--- src/rtl/ysyx_icache_pkg.sv ---
// Shared definitions for the direct-mapped instruction cache: default geometry,
// derived field widths and the refill FSM state encoding.
package ysyx_icache_pkg;

    localparam int ICACHE_ADDR_W     = 32;
    localparam int ICACHE_DATA_W     = 32;
    localparam int ICACHE_LINE_WORDS = 4;
    localparam int ICACHE_SETS       = 16;

    localparam int ICACHE_WORD_W  = $clog2(ICACHE_LINE_WORDS);
    localparam int ICACHE_INDEX_W = $clog2(ICACHE_SETS);
    localparam int ICACHE_TAG_W   = ICACHE_ADDR_W - 2 - ICACHE_WORD_W - ICACHE_INDEX_W;

    typedef enum logic [1:0] {
        ysyx_ICACHE_IDLE   = 2'd0,
        ysyx_ICACHE_REFILL = 2'd1,
        ysyx_ICACHE_GAP    = 2'd2,
        ysyx_ICACHE_RESP   = 2'd3
    } icache_state_e;

endpackage

--- src/rtl/ysyx_icache_array.sv ---
// Valid/tag/data storage for the instruction cache: one combinational read port,
// a word write port for refills, a tag write port and a clear-all for fence.i.
module ysyx_icache_array #(
    parameter int SETS       = 16,
    parameter int LINE_WORDS = 4,
    parameter int TAG_W      = 24,
    parameter int DATA_W     = 32
) (
    input  logic                          clk,
    input  logic                          rst,
    input  logic [$clog2(SETS)-1:0]       rd_index,
    input  logic [$clog2(LINE_WORDS)-1:0] rd_word,
    output logic                          rd_valid,
    output logic [TAG_W-1:0]              rd_tag,
    output logic [DATA_W-1:0]             rd_data,
    input  logic                          wr_en,
    input  logic [$clog2(SETS)-1:0]       wr_index,
    input  logic [$clog2(LINE_WORDS)-1:0] wr_word,
    input  logic [DATA_W-1:0]             wr_data,
    input  logic                          tag_we,
    input  logic [$clog2(SETS)-1:0]       tag_index,
    input  logic [TAG_W-1:0]              tag_data,
    input  logic                          tag_valid,
    input  logic                          clr_all
);

    logic [SETS-1:0]   valid_q;
    logic [TAG_W-1:0]  tag_q  [SETS];
    logic [DATA_W-1:0] data_q [SETS*LINE_WORDS];

    // Clear-all wins over a simultaneous tag write so a flushed refill never stays valid.
    // NOTE: sequential state is written with <= so every flop samples pre-edge values.
    always_ff @(posedge clk) begin
        if (!rst) begin
            valid_q <= '0;
        end else if (clr_all) begin
            valid_q <= '0;
        end else if (tag_we) begin
            valid_q[tag_index] <= tag_valid;
        end
    end

    // NOTE: tag/data storage is not reset; nothing reads it until the valid bit is set,
    // and leaving it out of reset lets it map onto plain RAM.
    always_ff @(posedge clk) begin
        if (tag_we) begin
            tag_q[tag_index] <= tag_data;
        end
        if (wr_en) begin
            data_q[{wr_index, wr_word}] <= wr_data;
        end
    end

    assign rd_valid = valid_q[rd_index];
    assign rd_tag   = tag_q[rd_index];
    assign rd_data  = data_q[{rd_index, rd_word}];

endmodule

--- src/rtl/ysyx_icache.sv ---
// Direct-mapped read-only instruction cache: one-cycle hits, line refill through
// single-word arbiter reads separated by an arvalid-low cycle, fence.i flush, hit/miss counters.
module ysyx_icache
    import ysyx_icache_pkg::*;
#(
    parameter int ADDR_W     = ICACHE_ADDR_W,
    parameter int DATA_W     = ICACHE_DATA_W,
    parameter int LINE_WORDS = ICACHE_LINE_WORDS,
    parameter int SETS       = ICACHE_SETS
) (
    input  logic              clk,
    input  logic              rst,
    input  logic [ADDR_W-1:0] ifu_pc,
    input  logic              ifu_req,
    output logic              ifu_ready_o,
    output logic [DATA_W-1:0] ifu_inst_o,
    output logic              ifu_valid_o,
    input  logic              flush_i,
    output logic [ADDR_W-1:0] bus_araddr_o,
    output logic              bus_arvalid_o,
    input  logic [DATA_W-1:0] bus_rdata,
    input  logic              bus_rvalid,
    output logic [31:0]       hit_cnt_o,
    output logic [31:0]       miss_cnt_o
);

    localparam int WORD_W  = $clog2(LINE_WORDS);
    localparam int INDEX_W = $clog2(SETS);
    localparam int TAG_W   = ADDR_W - 2 - WORD_W - INDEX_W;
    localparam logic [WORD_W-1:0] LAST_BEAT = WORD_W'(LINE_WORDS - 1);

    icache_state_e     state_q, state_d;
    logic [ADDR_W-1:0] pc_q;
    logic [WORD_W-1:0] beat_q;
    logic              flush_pend_q;

    logic [INDEX_W-1:0] req_index, lat_index, rd_index;
    logic [WORD_W-1:0]  req_word, lat_word, rd_word;
    logic [TAG_W-1:0]   req_tag, lat_tag, rd_tag;
    logic               rd_valid;
    logic [DATA_W-1:0]  rd_data;
    logic               accept, hit, flush_now;
    logic               wr_en, tag_we, tag_valid, clr_all;
    logic               unused_pc_bits;

    assign req_word  = ifu_pc[2 +: WORD_W];
    assign req_index = ifu_pc[2+WORD_W +: INDEX_W];
    assign req_tag   = ifu_pc[ADDR_W-1 -: TAG_W];
    assign lat_word  = pc_q[2 +: WORD_W];
    assign lat_index = pc_q[2+WORD_W +: INDEX_W];
    assign lat_tag   = pc_q[ADDR_W-1 -: TAG_W];
    assign unused_pc_bits = ^{ifu_pc[1:0], pc_q[1:0]};

    // The read port looks up the incoming pc while idle and the latched pc otherwise.
    assign rd_index  = (state_q == ysyx_ICACHE_IDLE) ? req_index : lat_index;
    assign rd_word   = (state_q == ysyx_ICACHE_IDLE) ? req_word  : lat_word;
    assign accept    = ifu_req & ifu_ready_o;
    assign hit       = accept & rd_valid & (rd_tag == req_tag);
    assign flush_now = flush_pend_q | flush_i;

    always_ff @(posedge clk) begin
        if (!rst) begin
            state_q <= ysyx_ICACHE_IDLE;
        end else begin
            state_q <= state_d;
        end
    end

    always_comb begin
        state_d = state_q;
        unique case (state_q)
            ysyx_ICACHE_IDLE:   if (accept && !hit) state_d = ysyx_ICACHE_REFILL;
            ysyx_ICACHE_REFILL: if (bus_rvalid) state_d = (beat_q == LAST_BEAT) ? ysyx_ICACHE_RESP
                                                                                 : ysyx_ICACHE_GAP;
            ysyx_ICACHE_GAP:    state_d = ysyx_ICACHE_REFILL;
            ysyx_ICACHE_RESP:   state_d = ysyx_ICACHE_IDLE;
            default:            state_d = ysyx_ICACHE_IDLE;
        endcase
    end

    // NOTE: every output of this block gets a default first, so no latch is inferred.
    always_comb begin
        ifu_ready_o   = 1'b0;
        bus_arvalid_o = 1'b0;
        bus_araddr_o  = '0;
        wr_en         = 1'b0;
        tag_we        = 1'b0;
        tag_valid     = 1'b0;
        clr_all       = 1'b0;
        unique case (state_q)
            ysyx_ICACHE_IDLE: begin
                ifu_ready_o = !flush_i;
                clr_all     = flush_i;
            end
            ysyx_ICACHE_REFILL: begin
                bus_arvalid_o = 1'b1;
                bus_araddr_o  = {lat_tag, lat_index, beat_q, 2'b00};
                wr_en         = bus_rvalid;
            end
            ysyx_ICACHE_RESP: begin
                tag_we    = 1'b1;
                tag_valid = !flush_now;
                clr_all   = flush_now;
            end
            default: ;
        endcase
    end

    always_ff @(posedge clk) begin
        if (!rst) begin
            pc_q         <= '0;
            beat_q       <= '0;
            flush_pend_q <= 1'b0;
            ifu_valid_o  <= 1'b0;
            ifu_inst_o   <= '0;
            hit_cnt_o    <= '0;
            miss_cnt_o   <= '0;
        end else begin
            ifu_valid_o <= 1'b0;
            if (accept) begin
                pc_q <= ifu_pc;
                if (hit) begin
                    ifu_valid_o <= 1'b1;
                    ifu_inst_o  <= rd_data;
                    hit_cnt_o   <= hit_cnt_o + 32'd1;
                end else begin
                    beat_q     <= '0;
                    miss_cnt_o <= miss_cnt_o + 32'd1;
                end
            end
            if (state_q == ysyx_ICACHE_REFILL && bus_rvalid) begin
                beat_q <= beat_q + 1'b1;
            end
            // Every refilled word is already in the array by RESP, so the read port forwards it.
            if (state_q == ysyx_ICACHE_RESP) begin
                ifu_valid_o  <= 1'b1;
                ifu_inst_o   <= rd_data;
                flush_pend_q <= 1'b0;
            end else if (state_q != ysyx_ICACHE_IDLE && flush_i) begin
                flush_pend_q <= 1'b1;
            end
        end
    end

    ysyx_icache_array #(
        .SETS       (SETS),
        .LINE_WORDS (LINE_WORDS),
        .TAG_W      (TAG_W),
        .DATA_W     (DATA_W)
    ) u_array (
        .clk       (clk),
        .rst       (rst),
        .rd_index  (rd_index),
        .rd_word   (rd_word),
        .rd_valid  (rd_valid),
        .rd_tag    (rd_tag),
        .rd_data   (rd_data),
        .wr_en     (wr_en),
        .wr_index  (lat_index),
        .wr_word   (beat_q),
        .wr_data   (bus_rdata),
        .tag_we    (tag_we),
        .tag_index (lat_index),
        .tag_data  (lat_tag),
        .tag_valid (tag_valid),
        .clr_all   (clr_all)
    );

endmodule

--- config.mk ---
export PLATFORM = sky130hd
export DESIGN_NAME = ysyx_icache
export DESIGN_NICKNAME = d
export VERILOG_FILES = /design/src/rtl/ysyx_icache_pkg.sv /design/src/rtl/ysyx_icache_array.sv /design/src/rtl/ysyx_icache.sv
export SDC_FILE = /design/constraint.sdc
export NUM_CORES = 2
export LEC_CHECK = 0
export ABC_AREA = 1
export CAP_MARGIN = 10
export CORE_MARGIN = 2
export CORE_UTILIZATION = 30
export DETAILED_ROUTE_END_ITERATION = 12
export MAX_ROUTING_LAYER = met4
export PLACE_DENSITY = 0.5
export SLEW_MARGIN = 20
export SYNTH_ARGS = -nofsm -noshare
export SYNTH_HDL_FRONTEND = slang
export SYNTH_SLANG_ARGS = --single-unit
--- constraint.sdc ---
create_clock -name clk -period 4 [get_ports clk]
set_input_delay 0.8 -clock clk [delete_from_list [all_inputs] [get_ports clk]]
set_output_delay 0.8 -clock clk [all_outputs]
set_load 0.01 [all_outputs]
==> tab_implementation.tex <==
\begin{tabular}{lr}
\hline
Metric & Value \\
\hline
\multicolumn{2}{l}{\textbf{Drt}} \\
Number of DRC violations after detailed routing & 0 \\
Detail-routed net length per standard cell & 25.6 µm \\
Vias per cell & 5.29 \\
Routed wire length & 347,000 µm \\
DR iter-0 viols & 8,114 \\
Vias post-DR & 71,600 \\
DRT antenna net count & 0 \\
Initial DRT Pass Iterations & 8 \\
\multicolumn{2}{l}{\textbf{Cells and area}} \\
Final Cell Area & 124,000 µm² \\
\# nets final & 8,862 \\
Layout overhead on the synthesized area & 20.5\% \\
Share of post-route cells with drive strength above 1 & 12.1\% \\
\multicolumn{2}{l}{\textbf{Floorplanning}} \\
Chip Width & 589 µm \\
I/O pins & 200 \\
Number of placement rows & 214 \\
Area inside the core boundary & 340,000 µm² \\
Initial core utilization & 30.2\% \\
Die outline height & 589 µm \\
Total die area & 347,000 µm² \\
\multicolumn{2}{l}{\textbf{Synth}} \\
Top cell type's share of synthesized area & 71.2\% \\
Number of warnings printed during yosys synthesis & 0 \\
Post-synthesis cell count & 8,312 \\
Area contributors post-synth & sky130\_fd\_sc\_hd\_\_edfxtp\_1, sky130\_fd\_sc\_hd\_\_o21ai\_0, sky130\_fd\_sc\_hd\_\_nor2\_1 \\
Synth Area in XOR/XNOR & 0.350\% \\
Synth cell types & 39 \\
Area share of fa/ha/maj cells after synthesis & 0.0731\% \\
Post-synthesis compound-gate area fraction & 11.7\% \\
Share of synthesized cell area in and, or, nand and nor gates & 11.2\% \\
Dominant register cell in the synthesized netlist & sky130\_fd\_sc\_hd\_\_edfxtp\_1 \\
Multiplexer fraction of the synthesized cell area & 0\% \\
Largest family of logic cells by synthesized area & compound AO/OA/AOI/OAI gates \\
Synth async-reset ratio & 0\% \\
Register bit count reported by yosys & 2,580 \\
Yosys top cell by area & sky130\_fd\_sc\_hd\_\_edfxtp\_1 \\
Sequential share of the synthesized area & 74.0\% \\
Number of flops mapped to enable cells by yosys & 2,432 \\
Mean area per synthesized cell & 12.3 µm² \\
Netlist Area Pre-Place & 103,000 µm² \\
\multicolumn{2}{l}{\textbf{Critical path}} \\
Delay of the slowest cell on the worst path & 0.35 ns \\
Worst Path Arrival & 4.48 ns \\
Worst setup slack for register-to-register paths & 0.27 ns \\
Worst path required time & 4.75 ns \\
Kind of capture point of the worst setup path & register \\
Cell-by-cell listing of the critical path & inv\_1, ha\_1, buf\_4, nand2\_1, buf\_4, o21ai\_4, buf\_4, nand3\_1, nand3\_1, nand3\_1, nand2\_1, or2\_2, nand4\_1, nor2\_1, nor2b\_1, nand3\_4, nand2\_2, buf\_12, nand3\_1, nand2\_1, nor2\_1 \\
Cell at the slowest stage of the critical path & sky130\_fd\_sc\_hd\_\_buf\_4 \\
Cell occurring most often along the worst timing path & sky130\_fd\_sc\_hd\_\_nand3\_1 \\
Critical path start-end classification & register to register \\
Highest fanout seen on the critical path & 19 \\
Kind of launch point of the worst setup path & register \\
\multicolumn{2}{l}{\textbf{STA}} \\
Setup violations, final & 0 \\
Final period util & 93.2\% \\
Setup clock skew after layout & 0.0639 ns \\
F\_max & 268 MHz \\
Minimum period implied by the final worst setup slack & 3.73 ns \\
Hold WS & 0.269 ns \\
RSZ-0062 raised after global routing & no \\
Number of max-slew violations in the final report & 0 \\
Slew Limit Headroom & 19.9\% \\
Final hold violation count & 0 \\
Worst-margin pin slew & 1.20 ns \\
Setup tns final & 0 ns \\
\multicolumn{2}{l}{\textbf{Pwr}} \\
Cell leakage power & 40.0 nW \\
Pwr dens & 615 nW/µm² \\
Worst supply voltage drop on vdd & 0.304 mV \\
Overall power consumption & 76.0 mW \\
\multicolumn{2}{l}{\textbf{Clock tree}} \\
Number of buffers on the longest clock path & 4 \\
CTS tree & built \\
Clock slew seen by the registers of the worst setup and hold paths & 0.06 ns \\
Depth of the CTS H-tree & 5 \\
Clock Latency Late Sink & 0.86 ns \\
Root Buffer Master & sky130\_fd\_sc\_hd\_\_clkbuf\_16 \\
Clock Sink Count & 2,580 \\
Count of hold buffers inserted by post-cts repair & 0 \\
Number of buffers created by CTS & 286 \\
\multicolumn{2}{l}{\textbf{Hold path}} \\
Min-Delay Path Class & input pin to register \\
\multicolumn{2}{l}{\textbf{GRT}} \\
Global-route wire length before repair & 494,000 µm \\
Pin count of the biggest net entering global routing & 91 \\
Vias in the first global route & 68,400 \\
Overflow left after global routing & 0 \\
Initial antenna violation count & 9 \\
Tot GR Track Use & 19.9\% \\
\multicolumn{2}{l}{\textbf{Placed design}} \\
RePlAce Congestion & 0.879 \\
Instance area at placement & 115,000 µm² \\
DPL Wire Length & 201,000 µm \\
Number of buffer cells added on primary ports & 195 \\
\multicolumn{2}{l}{\textbf{Run}} \\
Number of violations of the max-capacitance limit & 0 \\
\multicolumn{2}{l}{\textbf{Run status}} \\
Result of the run & finished clean \\
\hline
\end{tabular}
-- sequential cells by signal, indices dropped and copies added, names as in the netlist --
register,cells
pc_q,30
u_array.valid_q,16
ifu_inst_o,32
hit_cnt_o,32
u_array.data_q,2048
state_q,2
u_array.tag_q,384
miss_cnt_o,32
ifu_valid_o,1
beat_q,2
flush_pend_q,1
-- cells in the final DEF (no fill, tap or decap), types with 3 or more instances in the layout --
cell type | netlist | final
sky130_fd_sc_hd__bufinv_16 | 0 | 19
sky130_fd_sc_hd__inv_4 | 0 | 3
sky130_fd_sc_hd__clkdlybuf4s50_1 | 0 | 162
sky130_fd_sc_hd__inv_1 | 99 | 97
sky130_fd_sc_hd__nor3_1 | 30 | 28
sky130_fd_sc_hd__buf_2 | 75 | 14
sky130_fd_sc_hd__buf_12 | 0 | 150
sky130_fd_sc_hd__nand4_1 | 31 | 31
sky130_fd_sc_hd__nor2_4 | 1 | 80
sky130_fd_sc_hd__nand3_1 | 540 | 540
sky130_fd_sc_hd__inv_16 | 0 | 3
sky130_fd_sc_hd__o21ai_0 | 1313 | 1313
sky130_fd_sc_hd__nand2_2 | 2 | 4
sky130_fd_sc_hd__clkinv_2 | 0 | 43
sky130_fd_sc_hd__edfxtp_1 | 2432 | 2432
sky130_fd_sc_hd__a21oi_1 | 132 | 132
sky130_fd_sc_hd__nor4_1 | 14 | 14
sky130_fd_sc_hd__clkinvlp_4 | 0 | 7
sky130_fd_sc_hd__clkbuf_1 | 480 | 74
sky130_fd_sc_hd__nand2_1 | 701 | 696
sky130_fd_sc_hd__o211ai_1 | 55 | 55
sky130_fd_sc_hd__inv_6 | 0 | 5
sky130_fd_sc_hd__o221ai_1 | 73 | 73
sky130_fd_sc_hd__nor2_1 | 1490 | 1412
sky130_fd_sc_hd__o21ai_4 | 0 | 4
sky130_fd_sc_hd__ha_1 | 6 | 6
sky130_fd_sc_hd__clkinv_1 | 7 | 57
sky130_fd_sc_hd__buf_4 | 8 | 443
sky130_fd_sc_hd__inv_2 | 5 | 3
sky130_fd_sc_hd__nand3b_1 | 8 | 8
sky130_fd_sc_hd__o22ai_1 | 567 | 567
sky130_fd_sc_hd__xor2_1 | 30 | 30
sky130_fd_sc_hd__clkinv_8 | 0 | 6
sky130_fd_sc_hd__xnor2_1 | 11 | 11
sky130_fd_sc_hd__clkbuf_16 | 0 | 293
sky130_fd_sc_hd__o21ai_1 | 17 | 14
sky130_fd_sc_hd__dfxtp_1 | 148 | 148
-- metrics by stage --
stage,utilization (%),cells,worst slack (ns)
floorplan,-,8313,0.815
global placement,33.7,13000,-0.232
detailed placement,33.7,13000,-0.172
CTS,36.3,13500,0.151
global route,36.4,13500,0.0181
finish,36.4,13500,0.273
-- final timing paths --
check | cells past startpoint | start | end
min | 1 | bus_rdata[26] | u_array.data_q[54][26]
max reg2reg | 21 | state_q[0] | ifu_inst_o[7]
min reg2reg | 2 | pc_q[2] | pc_q[2]
max | 21 | state_q[0] | ifu_inst_o[7]
-- metal layers --
metal  share of wire [%]  vias to the layer above  GRT usage (%)
li1                    -                    31700              -
met1                  44                    36400           27.1
met4                 2.9                        0           5.75
met5                   0                        -              -
met3                 7.2                      552           2.60
met2                  46                     2948           31.2
-- what timing repair did --
item	in CTS	in global routing
gates resized for setup	0	3
buffers inserted	0	5
setup endpoints to repair	0	53
-- cells in the mapped netlist, types with 31 or more instances --
cell and instances:
sky130_fd_sc_hd__a21oi_1 132, sky130_fd_sc_hd__buf_2 75, sky130_fd_sc_hd__clkbuf_1 480, sky130_fd_sc_hd__dfxtp_1 148, sky130_fd_sc_hd__edfxtp_1 2432, sky130_fd_sc_hd__inv_1 99, sky130_fd_sc_hd__nand2_1 701, sky130_fd_sc_hd__nand3_1 540
sky130_fd_sc_hd__nand4_1 31, sky130_fd_sc_hd__nor2_1 1490, sky130_fd_sc_hd__o211ai_1 55, sky130_fd_sc_hd__o21ai_0 1313, sky130_fd_sc_hd__o221ai_1 73, sky130_fd_sc_hd__o22ai_1 567
-- where the power goes --
group	internal (mW)	leakage, nW	switching, mW
Combinational	6.78	12.6	13.8
Sequential	29.8	23.1	0.210
Clock	14.7	4.32	10.7
Total	51.3	40.0	24.7
-- critical path, delay by kind of cell, from the launching register on --
family                   cells  cell delay, ns
flip-flops                   1            0.34
AND/OR/NAND/NOR             14            1.77
buffers and inverters        5            1.04
adder cells (fa/ha/maj)      1            0.30
AO/OA/AOI/OAI                1            0.15
-- area by class of cell --
type | count | area, µm²
fillers | 32800 | 216000
flip-flops and latches | 2580 | 76000
diodes | 2 | 5.00
well taps | 4536 | 5680
clock inverters | 134 | 1230
inverters | 111 | 440
multi-input cells | 5037 | 24600
repair buffers | 771 | 8060
clock buffers | 369 | 7640
-- cells by family (layout without fill, tap and decap cells) --
kind of cell / count (synthesis) / count (layout)
xor+xnor: 41 / 41
compound gates: 2163 / 2163
buf+inv: 696 / 1385
simple gates: 2825 / 2825
fa+ha+maj: 6 / 6
other cells: 1 / 4
flops: 2580 / 2580
Note: power is estimated with default switching activity, not from simulation.
